[config.mk]
export PLATFORM = sky130hd
export DESIGN_NAME = mux_arb_2to1
export DESIGN_NICKNAME = d
export VERILOG_FILES = /design/src/rtl/mux_arb_pkg.sv /design/src/rtl/mux_arb_burst_cnt.sv /design/src/rtl/mux_arb_2to1.sv
export SDC_FILE = /design/constraint.sdc
export NUM_CORES = 1
export LEC_CHECK = 0
export ABC_AREA = 1
export CAP_MARGIN = 20
export CORE_AREA = 3 3 40 42
export DETAILED_ROUTE_END_ITERATION = 7
export DIE_AREA = 0 0 43 45
export GPL_ROUTABILITY_DRIVEN = 0
export PLACE_DENSITY = 0.48
export SYNTH_ARGS = -nofsm -noshare
export SYNTH_HDL_FRONTEND = slang
export SYNTH_SLANG_ARGS = --single-unit
export TNS_END_PERCENT = 20
[constraint.sdc]
create_clock -name clk -period 1.2 [get_ports clk]
set_input_delay 0.24 -clock clk [delete_from_list [all_inputs] [get_ports clk]]
set_output_delay 0.24 -clock clk [all_outputs]
set_load 0.02 [all_outputs]
[src/rtl/mux_arb_pkg.sv]
// rtl/mux_arb_pkg.sv - shared state encoding and select constants for the 2:1 burst arbiter
package mux_arb_pkg;

  typedef enum logic [1:0] {
    ARB_IDLE  = 2'd0,
    ARB_GNT_A = 2'd1,
    ARB_GNT_B = 2'd2
  } arb_state_t;

  localparam logic SEL_A = 1'b0;
  localparam logic SEL_B = 1'b1;

endpackage

[src/rtl/mux_arb_burst_cnt.sv]
// rtl/mux_arb_burst_cnt.sv - per-grant beat counter that flags the MAX_BURST-th transfer
module mux_arb_burst_cnt #(
  parameter int MAX_BURST = 8
) (
  input  logic clk,
  input  logic rst,
  input  logic xfer,
  input  logic burst_end,
  output logic limit
);

  localparam int CW = $clog2(MAX_BURST + 1);

  logic [CW-1:0] cnt;

  always_ff @(posedge clk) begin
    if (rst) begin
      cnt <= '0;
    end else if (burst_end) begin
      cnt <= '0;
    end else if (xfer) begin
      cnt <= cnt + CW'(1);
    end
  end

  // cnt holds transfers already done, so the current one is the MAX_BURST-th when cnt == MAX_BURST-1
  assign limit = xfer && (cnt == CW'(MAX_BURST - 1));

endmodule

[src/rtl/mux_arb_2to1.sv]
// rtl/mux_arb_2to1.sv - round-robin burst arbiter driving the mux_2to1 select; MUX_ARB_TIMEOUT_EN enables MAX_BURST cut-off
module mux_arb_2to1
  import mux_arb_pkg::*;
#(
  parameter int MAX_BURST = 8
) (
  input  logic clk,
  input  logic rst,
  input  logic req_a,
  input  logic last_a,
  input  logic req_b,
  input  logic last_b,
  input  logic ready,
  output logic grant_a,
  output logic grant_b,
  output logic sel,
  output logic valid
);

  if (MAX_BURST < 1 || MAX_BURST > 255) begin : g_bad_max_burst
    $error("mux_arb_2to1: MAX_BURST must be within 1..255");
  end

  arb_state_t state, state_n;
  logic       prio, prio_n;
  logic       sel_n;
  logic       xfer;
  logic       last_cur;
  logic       limit;
  logic       burst_end;

  assign valid     = (grant_a & req_a) | (grant_b & req_b);
  assign xfer      = valid & ready;
  assign last_cur  = grant_b ? last_b : last_a;
  assign burst_end = xfer & (last_cur | limit);

`ifdef MUX_ARB_TIMEOUT_EN
  mux_arb_burst_cnt #(
    .MAX_BURST (MAX_BURST)
  ) u_burst_cnt (
    .clk       (clk),
    .rst       (rst),
    .xfer      (xfer),
    .burst_end (burst_end),
    .limit     (limit)
  );
`else
  assign limit = 1'b0;
`endif

  always_comb begin
    state_n = state;
    prio_n  = prio;
    sel_n   = sel;
    case (state)
      ARB_IDLE: begin
        if (req_a && (!req_b || !prio)) begin
          state_n = ARB_GNT_A;
        end else if (req_b) begin
          state_n = ARB_GNT_B;
        end
      end
      ARB_GNT_A: begin
        if (burst_end) begin
          prio_n = 1'b1;
          if (req_b) begin
            state_n = ARB_GNT_B;
          end else if (!req_a) begin
            state_n = ARB_IDLE;
          end
        end
      end
      ARB_GNT_B: begin
        if (burst_end) begin
          prio_n = 1'b0;
          if (req_a) begin
            state_n = ARB_GNT_A;
          end else if (!req_b) begin
            state_n = ARB_IDLE;
          end
        end
      end
      default: state_n = ARB_IDLE;
    endcase
    // IDLE keeps the last select so the downstream mux output does not toggle
    if (state_n == ARB_GNT_A) begin
      sel_n = SEL_A;
    end else if (state_n == ARB_GNT_B) begin
      sel_n = SEL_B;
    end
  end

  always_ff @(posedge clk) begin
    if (rst) begin
      state   <= ARB_IDLE;
      prio    <= 1'b0;
      sel     <= SEL_A;
      grant_a <= 1'b0;
      grant_b <= 1'b0;
    end else begin
      state   <= state_n;
      prio    <= prio_n;
      sel     <= sel_n;
      grant_a <= (state_n == ARB_GNT_A);
      grant_b <= (state_n == ARB_GNT_B);
    end
  end

endmodule

Word-level counts from Yosys, hierarchy flattened
Index checks and enable logic that the tools add are counted.

word-level totals
  register bits after elaboration = 6
  latch bits = 0
  RAM bits = 0
  bits in read-only memories = 0
  input bits = 7
  memories = 0

operators by class
  $add $sub $neg = 0
  multiply operators = 0
  divide/modulo/power cells = 0
  magnitude comparators = 0
  equality and inequality tests = 6
  shift-type cells = 0
  muxes and demuxes = 13
  bitwise operators = 5
  reductions and logical operators = 8

operators with widths
  cell                                            count
  2-to-1 mux 2 bit                                8
  case mux 2 bit (3 select lines)                 1
  bitwise AND 1 bit                               4
  == test 2 x 1 -> 1 bit (second input constant)  2
  == test 2 bit (second input constant)           2
  != test 2 bit (second input constant)           2
  2-to-1 mux 1 bit                                3
  AND reduction 3 bit                             1
  logical NOT 1 bit                               2
  logical NOT 2 bit                               1
  case mux 1 bit (2 select lines)                 1
  nonzero test 2 bit                              1
  OR reduction 2 bit                              1
  logical AND 1 bit                               1
  logical OR 1 bit                                1
  bitwise OR 1 bit                                1

Logic depth before layout (Yosys ltp)
Gate-level depths: netlist of the first run.

  depth after elaboration = 8
  gate-level depth with buffers = 9

Least setup slack after synthesis of the first run
No wires, ideal clock.

  path kind = register -> register
  start point = reg grant_b
  end point = reg sel
  library setup time = 0.113 ns
  arrival time = 1.165 ns
  slack = -0.078 ns
  stages on the path, launching flop included = 8
  path buffers = 0
  period minus slack after synthesis = 1.278 ns
  path through = dfxtp_1 -> nand2_1 -> nand2_2 -> nand3_4 -> a21oi_2 -> nand2_1 -> nor2_1 -> nor2_1

on the way
  longest elaborated chain between the ends = 8
  elaborated cells between the ends (all ways) = 11

RTL lines
  item                                        RTL line                                RTL
  start: declaration                          mux_arb_2to1.sv:15                      output logic grant_b,
  start signal: assignment                    mux_arb_2to1.sv:105                     grant_b <= (state_n == ARB_GNT_B);
  bitwise AND 1 bit (*)                       mux_arb_2to1.sv:32                      assign valid = (grant_a & req_a) | (grant_b & req_b);
  bitwise OR 1 bit (*)                        mux_arb_2to1.sv:32
  via valid                                   mux_arb_2to1.sv:17                      output logic valid
  bitwise AND 1 bit (*)                       mux_arb_2to1.sv:33                      assign xfer = valid & ready;
  bitwise AND 1 bit (*)                       mux_arb_2to1.sv:35                      assign burst_end = xfer & (last_cur | limit);
  2-to-1 mux 2 bit, on equally long branches  mux_arb_2to1.sv:74, mux_arb_2to1.sv:64
  case mux 2 bit (3 select lines) (*)         mux_arb_2to1.sv:55                      case (state)
  == test 2 x 1 -> 1 bit                      mux_arb_2to1.sv:86                      if (state_n == ARB_GNT_A) begin
  OR reduction 2 bit (no line)                --
  end signal: assignment                      mux_arb_2to1.sv:103                     sel <= sel_n;
  end: declaration                            mux_arb_2to1.sv:16                      output logic sel,

Mark *: on every way through the listed nets, which the timed path passes. The rest lies on a longest branch.
A chain may end at the register's enable or synchronous reset.

Final worst setup path of the first run
  start point = reg grant_b
  end point = out grant_b

No word-level cell between the ends.

==> out/qor.yml, run 1 <==
hold_viol: 0
ys_warn_count: 0
period_minus_slack_ps: 1170
cellInternalPower_uw: 408
slew_headroom_pct: 86.2
netSwitchingFraction_pct: 30.8
cts_buffers: 3
synth_common_cells: "nand2_1 (15), inv_1 (10), dfxtp_1 (6)"
grt_pass1_vias: 350
crit_fanout: 4
yosysSeqAreaShare_pct: 35.0
drt_iter0_drc: 9
via_count: 373
pwr-share-clk_pct: 31.7
hp-start: "sel$_SDFFE_PP0N_"
synthFlopType: "dfxtp_1"
async_reset_ff_share_pct: 0
final.period_utilization_pct: 97.8
grt_start_max_net_pins: 5
stdcell_count: 86
worstSetupStartpointType: "flip-flop"
regToRegStartpoint: "grant_b$_SDFF_PP0_"
path_cells: "dlygate4sd2_1"
fp.coreArea_um2: 1280
die_x_um: 43
cts.path.max_buffers: 2
cp.arrival_ps: 930
power.switching_uw: 182
rows: 13
antenna_found_initial: 0
die_h_um: 45
syn_area_per_cell_um2: 6.59
placed_area_um2: 502
status: "finished clean"
cts.htree.levels: 1
crit_family: "flip-flops"
yosysTopAreaCell: "dfxtp_1"
vdd_drop_max_uv: 581
synth_top_cell_area_share_pct: 35.0
final_nets: 80
worst-r2r-setup-slack_ps: 70
crit_type: "reg -> out"
holdWs_ps: 468
layout-area-overhead-vs-synth_pct: 62.0
maxCapViolations: 0
power_density_nw_per_um2: 1060
cp-startpoint: "grant_b$_SDFF_PP0_"
synth_nets: 59
diodes: 0
critical-path-max-stage-delay_ps: 360
worst_setup_path_end_kind: "primary output"
grt_setup_unrepaired: "yes"
clock_skew_ps: 0.895
io_pins: 11
cts_tree: "built"
seqPwrFrac_pct: 39.3
pwr-share-comb_pct: 29.0
cp-endpoint: "grant_b"
grt_pass1_wl_um: 1390
ys_ff_latch: 6
cts_root_buf: "clkbuf_4"
finish.utilization_pct: 43.2
holdCritPathClass: "reg -> reg"
max_freq_ghz: 0.852
insertion_delay_ps: 240
p_leak_nw: 0.313
io_buffers: 10
routed_via_density: 4.34
synth.most_common_cell: "nand2_1"
crit_required_ps: 960
netlist_instances: 52
wl_per_cell_um: 9.20
synth-edff-count: 0
clkSinkCount: 6
synth.cell_area_um2: 343
finalSetupViolCount: 0
grt_usage_pct: 9.89
drc_errors: 0
worst_slew_pin_slew_ps: 207
worst-path-buf-inv: 1
slowest_stage: "dfxtp_4"
path_depth: 1
antenna_left: 0
slew_viol_final: 0
power_uw: 590
cts_hold_buf: 0
place_inst: 82
worstReg2RegEnd: "sel$_SDFFE_PP0N_"
die_area_um2: 1940
wl_um: 791
synth_cell_types: 15
design_area_um2: 556
dp_hpwl_um: 622
nFillCells: 152
start_util_pct: 26.7
r2r_cells: 8
drive_gt1_share_pct: 33.8
clkSlewWorstSetupHoldPaths_ps: 40
synth.area.top_cells: "dfxtp_1 (35%), nand2_1 (16%), inv_1 (11%)"
grt-ovfl-total: 0
dr.pass1.iters: 4
final cells by class:
| cell class | count | area (um^2) | share of cell area, % |
|---|---|---|---|
| inverter | 11 | 41.3 | 7.43 |
| clock buffer | 3 | 22.5 | 4.05 |
| tap | 15 | 18.8 | 3.38 |
| sequential | 6 | 125 | 22.5 |
| multi-input combinational | 35 | 199 | 35.8 |
| timing repair buffer | 16 | 149 | 26.8 |
how the worst min path moves through the flow:
stage                                    end  cells past startpoint
after floorplan           grant_b$_SDFF_PP0_                      1
after global placement      sel$_SDFFE_PP0N_                      2
after detailed placement    sel$_SDFFE_PP0N_                      2
after CTS                   sel$_SDFFE_PP0N_                      2
after global routing        sel$_SDFFE_PP0N_                      2
final                       sel$_SDFFE_PP0N_                      2
through the flow:
step           TNS, ps  setup WS (ps)
6_report             0           26.8
3_5_place_dp     -2240           -486
2_1_floorplan        0           15.9
3_3_place_gp     -2230           -484
4_1_cts           -274           -107
5_1_grt           -102          -57.9
power groups by stage:
stage,clock network [mW],registers [mW],logic [mW]
6_report,0.187,0.232,0.171
5_1_grt,0.214,0.235,0.194
4_1_cts,0.196,0.231,0.163
3_5_place_dp,0,0.235,0.170
3_3_place_gp,0,0.235,0.172
2_1_floorplan,0,0.246,0.0825
cells in the final DEF (no fill, tap or decap):
| master | synthesis | routed |
|---|---|---|
| nor2_2 | 1 | 2 |
| dfxtp_1 | 6 | 4 |
| a21oi_4 | 0 | 1 |
| dlymetal6s2s_1 | 0 | 4 |
| nand3_1 | 3 | 3 |
| dfxtp_2 | 0 | 1 |
| clkbuf_4 | 0 | 3 |
| nand2_2 | 2 | 5 |
| o21ai_0 | 1 | 1 |
| dlygate4sd2_1 | 0 | 3 |
| nor2_1 | 5 | 4 |
| a21oi_1 | 2 | 2 |
| inv_1 | 10 | 9 |
| buf_4 | 0 | 7 |
| o21bai_1 | 1 | 1 |
| nand2_1 | 15 | 12 |
| nand3_4 | 1 | 1 |
| nand4_1 | 2 | 2 |
| dfxtp_4 | 0 | 1 |
| clkdlybuf4s50_1 | 0 | 2 |
| inv_2 | 1 | 2 |
| nor2_4 | 1 | 1 |
routing by layer:
metal  global-route usage, %  share of wire, %  vias to the layer above
met4                    9.04               2.8                        0
li1                        -                 -                      198
met2                    13.8                41                       11
met3                    1.99               6.3                        2
met5                       0                 0                        -
met1                    12.7                50                      162
sequential cells by signal, summed over array words and instances, names as in the netlist:
name / count
prio: 1
grant_b: 1
grant_a: 1
sel: 1
state: 2
kinds of logic (layout without fill, tap and decap cells):
kind of cell,count (synthesis),count (layout),synth area share [%]
buf+inv,11,30,12.0
simple gates,30,30,43.8
flops,6,6,35.0
compound gates,5,5,9.12
timing repair:
| action | CTS | global route |
|---|---|---|
| gates resized for setup | 8 | 11 |
| endpoints found under the setup margin | 8 | 8 |
| pin swaps | 0 | 10 |
| buffers inserted | 0 | 2 |
Power figures use the tool's default switching activity.
==> inputs of run 2 (changes only) <==
--- a/config.mk
+++ b/config.mk
@@ -8,10 +8,12 @@
 export ABC_AREA = 1
 export CAP_MARGIN = 20
 export CORE_AREA = 3 3 40 42
+export CTS_BUF_LIST = sky130_fd_sc_hd__clkbuf_4 sky130_fd_sc_hd__clkbuf_8
 export DETAILED_ROUTE_END_ITERATION = 7
 export DIE_AREA = 0 0 43 45
 export GPL_ROUTABILITY_DRIVEN = 0
 export PLACE_DENSITY = 0.48
+export SKIP_LAST_GASP = 1
 export SYNTH_ARGS = -nofsm -noshare
 export SYNTH_HDL_FRONTEND = slang
 export SYNTH_SLANG_ARGS = --single-unit
==> out/qor.yml, run 2 (synthesis gave the netlist of run 1 again) <==
final_nets: 79  # -1.3%
via_count: 372  # -0.27%
cts_root_buf: "clkbuf_4"
max_freq_ghz: 0.718  # -16%
holdWs_ps: 483  # +15.0 ps
largest_reg_flops: 2  # unchanged
holdCritPathClass: "reg -> reg"
diodes: 0  # unchanged
io_buffers: 10  # unchanged
regMostFlops: "state"
antenna_found_initial: 0  # unchanged
cts_hold_buf: 0  # unchanged
slowest_stage: "clkdlybuf4s50_1"
worstSetupStartpointType: "flip-flop"
grt_start_max_net_pins: 5  # unchanged
cts.path.max_buffers: 2  # unchanged
crit_family: "buffers and inverters"
final.period_utilization_pct: 116  # +18 points
nFillCells: 154  # +1.3%
grt_setup_unrepaired: "yes"
cp.arrival_ps: 1150  # +220 ps
hold_viol: 0  # unchanged
slew_headroom_pct: 85.1  # -1.1 points
clock_skew_ps: 2.99  # +2.09 ps
fp.coreArea_um2: 1280  # unchanged
crit_fanout: 2  # -2
vdd_drop_max_uv: 584  # +0.55%
finalWorstSetupSlack_ps: -192  # -219 ps
grt_pass1_vias: 350  # unchanged
slew_viol_final: 0  # unchanged
die_h_um: 45  # unchanged
grt-ovfl-total: 0  # unchanged
worst_slew_pin_slew_ps: 222  # +15.3 ps
drt_iter0_drc: 8  # -1
p_leak_nw: 0.278  # -11%
die_x_um: 43  # unchanged
period_minus_slack_ps: 1390  # +219 ps
placed_area_um2: 502  # unchanged
dr.pass1.iters: 4  # unchanged
regArea_um2: 123  # -2.0%
status: "finished with violations"
finalSetupViolCount: 5  # +5
grt_pass1_wl_um: 1390  # unchanged
cts.htree.levels: 1  # unchanged
power_uw: 581  # -1.5%
start_util_pct: 26.7  # unchanged
worst_setup_path_end_kind: "primary output"
wl_um: 735  # -7.1%
antenna_left: 0  # unchanged
finish.utilization_pct: 40.9  # -2.3 points
drc_errors: 0  # unchanged
maxCapViolations: 0  # unchanged
failed_checks: "negative setup slack"
hp-start: "sel$_SDFFE_PP0N_"
routed_via_density: 4.38  # +0.91%
insertion_delay_ps: 250  # about the same
stdcell_count: 85  # -1.2%
io_pins: 11  # unchanged
die_area_um2: 1940  # unchanged
dp_hpwl_um: 622  # unchanged
clkSinkCount: 6  # unchanged
place_inst: 82  # unchanged
multiInputGateArea_um2: 181  # -8.8%
cp-startpoint: "grant_a$_SDFF_PP0_"
crit_type: "reg -> out"
grt_usage_pct: 9.89  # unchanged
layout-area-overhead-vs-synth_pct: 53.3
path_cells: "clkdlybuf4s50_1"
power_density_nw_per_um2: 1110  # +4.1%
critical-path-max-stage-delay_ps: 590  # +230 ps
cts_buffers: 3  # unchanged
final_common_cell: "nand2_1"
design_area_um2: 526  # -5.4%
wl_per_cell_um: 8.65  # -6.0%
regToRegStartpoint: "grant_b$_SDFF_PP0_"
clkSlewWorstSetupHoldPaths_ps: 40  # about the same
crit_required_ps: 960  # about the same
mostFrequentLayoutCells: "nand2_1 (15), inv_1 (10), clkdlybuf4s50_1 (7)"
drive_gt1_share_pct: 24.3  # -9.5 points
cts_tree: "built"
rows: 13  # unchanged
worst-path-buf-inv: 1  # unchanged
run 2: worst reg2reg max path, delay by kind of cell, from the launching register on:
kind	cells	cell delay, ps
and+or+nand+nor	6	430
buffers and inverters	1	120
DFF	1	340
AOI/OAI and AO/OA	1	170
run 2: final cells by class:
| class | instances | share of cell area [%] |
|---|---|---|
| Sequential cell | 6 | 23.3 |
| Multi-Input combinational cell | 35 | 34.5 |
| Clock buffer | 3 | 4.29 |
| Tap cell | 15 | 3.57 |
| Timing Repair Buffer | 15 | 26.4 |
| Inverter | 11 | 7.86 |
run 2: routing by layer:
metal	vias up	part of all wire [%]	track usage (%)	routed length (um)
li1	196	-	-	-
met1	161	46	12.7	339
met2	13	42	13.8	306
met3	2	9.0	1.99	66
met4	0	3.0	9.04	22
met5	-	0	0	0
run 2: path summary, 6_finish.rpt:
path,slack [ps],cells after the start,to
setup / recovery,-190,1,grant_a
hold / removal,480,2,sel$_SDFFE_PP0N_
hold reg to reg,480,2,sel$_SDFFE_PP0N_
setup reg to reg,50,8,sel$_SDFFE_PP0N_
run 2: what timing repair did:
| item | in CTS | in global routing |
|---|---|---|
| endpoints found under the setup margin | 8 | 10 |
| gates resized for setup | 2 | 2 |
| buffers inserted | 0 | 0 |
run 2: through the flow:
stage               setup TNS, ps  setup WS, ps
finish                       -553          -192
global route                -1350          -240
CTS                          -882          -228
detailed placement          -2240          -486
global placement            -2230          -484
floorplan                       0          15.9
run 2: power by group:
part           switching [mW]  total, mW  internal (mW)
Combinational          0.0880      0.165         0.0769
Sequential             0.0111      0.231          0.220
Clock                  0.0723      0.185          0.113
==> inputs of run 3 (changes only) <==
--- a/config.mk
+++ b/config.mk
@@ -13,6 +13,7 @@
 export DIE_AREA = 0 0 43 45
 export GPL_ROUTABILITY_DRIVEN = 0
 export PLACE_DENSITY = 0.48
+export REMOVE_ABC_BUFFERS = 1
 export SKIP_LAST_GASP = 1
 export SYNTH_ARGS = -nofsm -noshare
 export SYNTH_HDL_FRONTEND = slang
==> constraint.sdc (replaced) <==
create_clock -name clk -period 1.57 [get_ports clk]
set_input_delay 0.314 -clock clk [delete_from_list [all_inputs] [get_ports clk]]
set_output_delay 0.314 -clock clk [all_outputs]
set_load 0.02 [all_outputs]
==> out/qor.yml, run 3 (synthesis gave the netlist of run 1 again) <==
grt_usage_pct: 9.33  # -0.57 points
crit_fanout: 4  # +2
clkSlewWorstSetupHoldPaths_ps: 50  # about the same
via_count: 349  # -6.2%
die_h_um: 45  # unchanged
wl_um: 760  # +3.4%
cts.htree.levels: 1  # unchanged
grt_start_max_net_pins: 5  # unchanged
io_pins: 11  # unchanged
hold_viol: 0  # unchanged
cts.path.max_buffers: 2  # unchanged
worst-r2r-setup-slack_ps: 350  # +300 ps
maxCapViolations: 0  # unchanged
holdCritPathClass: "reg -> reg"
p_leak_nw: 0.251  # -9.7%
drive_gt1_share_pct: 21.7  # -2.5 points
io_buffers: 10  # unchanged
worst-path-buf-inv: 1  # unchanged
pre_cts_slack_ps: -262  # +225 ps
holdWs_ps: 491  # +7.78 ps
multiInputGateArea_um2: 181  # unchanged
antenna_found_initial: 0  # unchanged
path_cells: "clkdlybuf4s50_1"
worst_setup_path_end_kind: "primary output"
start_util_pct: 26.7  # unchanged
cts_root_buf: "clkbuf_4"
status: "finished clean"
critical-path-max-stage-delay_ps: 620  # +30 ps
cts_tree: "built"
insertion_delay_ps: 250  # about the same
die_area_um2: 1940  # unchanged
rows: 13  # unchanged
regArea_um2: 120  # -2.0%
finalWorstSetupSlack_ps: 27.6  # +220 ps
routed_via_density: 4.15  # -5.1%
crit_family: "buffers and inverters"
worst_slew_pin_slew_ps: 212  # -10.9 ps
fin_tns_setup_ps: 0  # +553 ps
grt_pass1_vias: 343  # -2.0%
mostFrequentLayoutCells: "nand2_1 (15), inv_1 (10), clkdlybuf4s50_1 (9)"
finish.utilization_pct: 39.6  # -1.3 points
layout-area-overhead-vs-synth_pct: 48.5
diodes: 0  # unchanged
die_x_um: 43  # unchanged
wl_per_cell_um: 9.05  # +4.6%
drc_errors: 0  # unchanged
power_density_nw_per_um2: 881  # -20%
dp_hpwl_um: 602  # -3.2%
period_minus_slack_ps: 1540
power_uw: 449  # -23%
dr.pass1.iters: 1  # -3
crit_type: "reg -> out"
clock_skew_ps: 1.07  # -1.92 ps
fp.coreArea_um2: 1280  # unchanged
grt_setup_unrepaired: "yes"
grt_pass1_wl_um: 1300  # -6.9%
nFillCells: 146  # -5.2%
regMostFlops: "state"
slowest_stage: "clkdlybuf4s50_1"
final.period_utilization_pct: 98.2
slew_headroom_pct: 85.8  # +0.71 points
cts_buffers: 3  # unchanged
worstSetupStartpointType: "flip-flop"
finalSetupViolCount: 0  # -5
grt-ovfl-total: 0  # unchanged
crit_required_ps: 1260  # +300 ps
final_common_cell: "nand2_1"
clkSinkCount: 6  # unchanged
largest_reg_flops: 2  # unchanged
drt_iter0_drc: 0  # -8
slew_viol_final: 0  # unchanged
antenna_left: 0  # unchanged
final_nets: 78  # -1.3%
vdd_drop_max_uv: 393  # -33%
max_freq_ghz: 0.648
cp.arrival_ps: 1230  # +80 ps
==> run 3: cell types whose count changed in the layout (fill, tap and decap cells not counted), sizes merged <==
cell | before | now
clkdlybuf4s50 | 7 | 9
clkbuf | 3 | 4
buf | 5 | 4
dlygate4sd2 | 1 | 0
dlymetal6s2s | 1 | 0
clkdlybuf4s15 | 1 | 0
==> run 3: routing by layer <==
metal,vias up,wire length (um),part of all wire [%],GRT usage (%)
li1,197,-,-,-
met1,134,367,48,11.1
met2,13,292,38,13.2
met3,5,70,9.2,2.79
met4,0,30,3.9,9.04
met5,-,0,0,0
==> run 3: cell type report <==
type                    instances  share of cell area [%]
clock buffers                   3                    4.42
inverters                      11                    8.11
multi-input cells              35                    35.6
flip-flops and latches          6                    23.6
well taps                      15                    3.69
repair buffers                 14                    24.6
==> run 3: repair_timing <==
action,in CTS,in global routing
hold buffers,0,0
pin swaps,0,0
resized for setup,2,1
setup endpoints to repair,1,2
setup buffers,0,0
==> run 3: stage by stage <==
stage               instances  area [um^2]
floorplan                  52          343
global placement           81          492
detailed placement         81          492
CTS                        84          514
global route               84          509
finish                     84          509
==> run 3: tightest hold or removal path: cells and delay by family (launching register included) <==
| family | cells | cell delay [ps] |
|---|---|---|
| flops | 1 | 300 |
| simple gates | 2 | 140 |
==> run 3: final timing paths <==
| path | startpoint | end | cells after the start |
|---|---|---|---|
| worst min-delay path | sel$_SDFFE_PP0N_ | sel$_SDFFE_PP0N_ | 2 |
| worst max-delay path | grant_b$_SDFF_PP0_ | grant_b | 1 |
| worst min register to register | sel$_SDFFE_PP0N_ | sel$_SDFFE_PP0N_ | 2 |
| worst max register to register | grant_b$_SDFF_PP0_ | sel$_SDFFE_PP0N_ | 8 |
==> run 3: where the power goes <==
part | switching, mW | internal [mW]
Combinational | 0.0671 | 0.0577
Clock | 0.0617 | 0.0869
Sequential | 0.00863 | 0.167
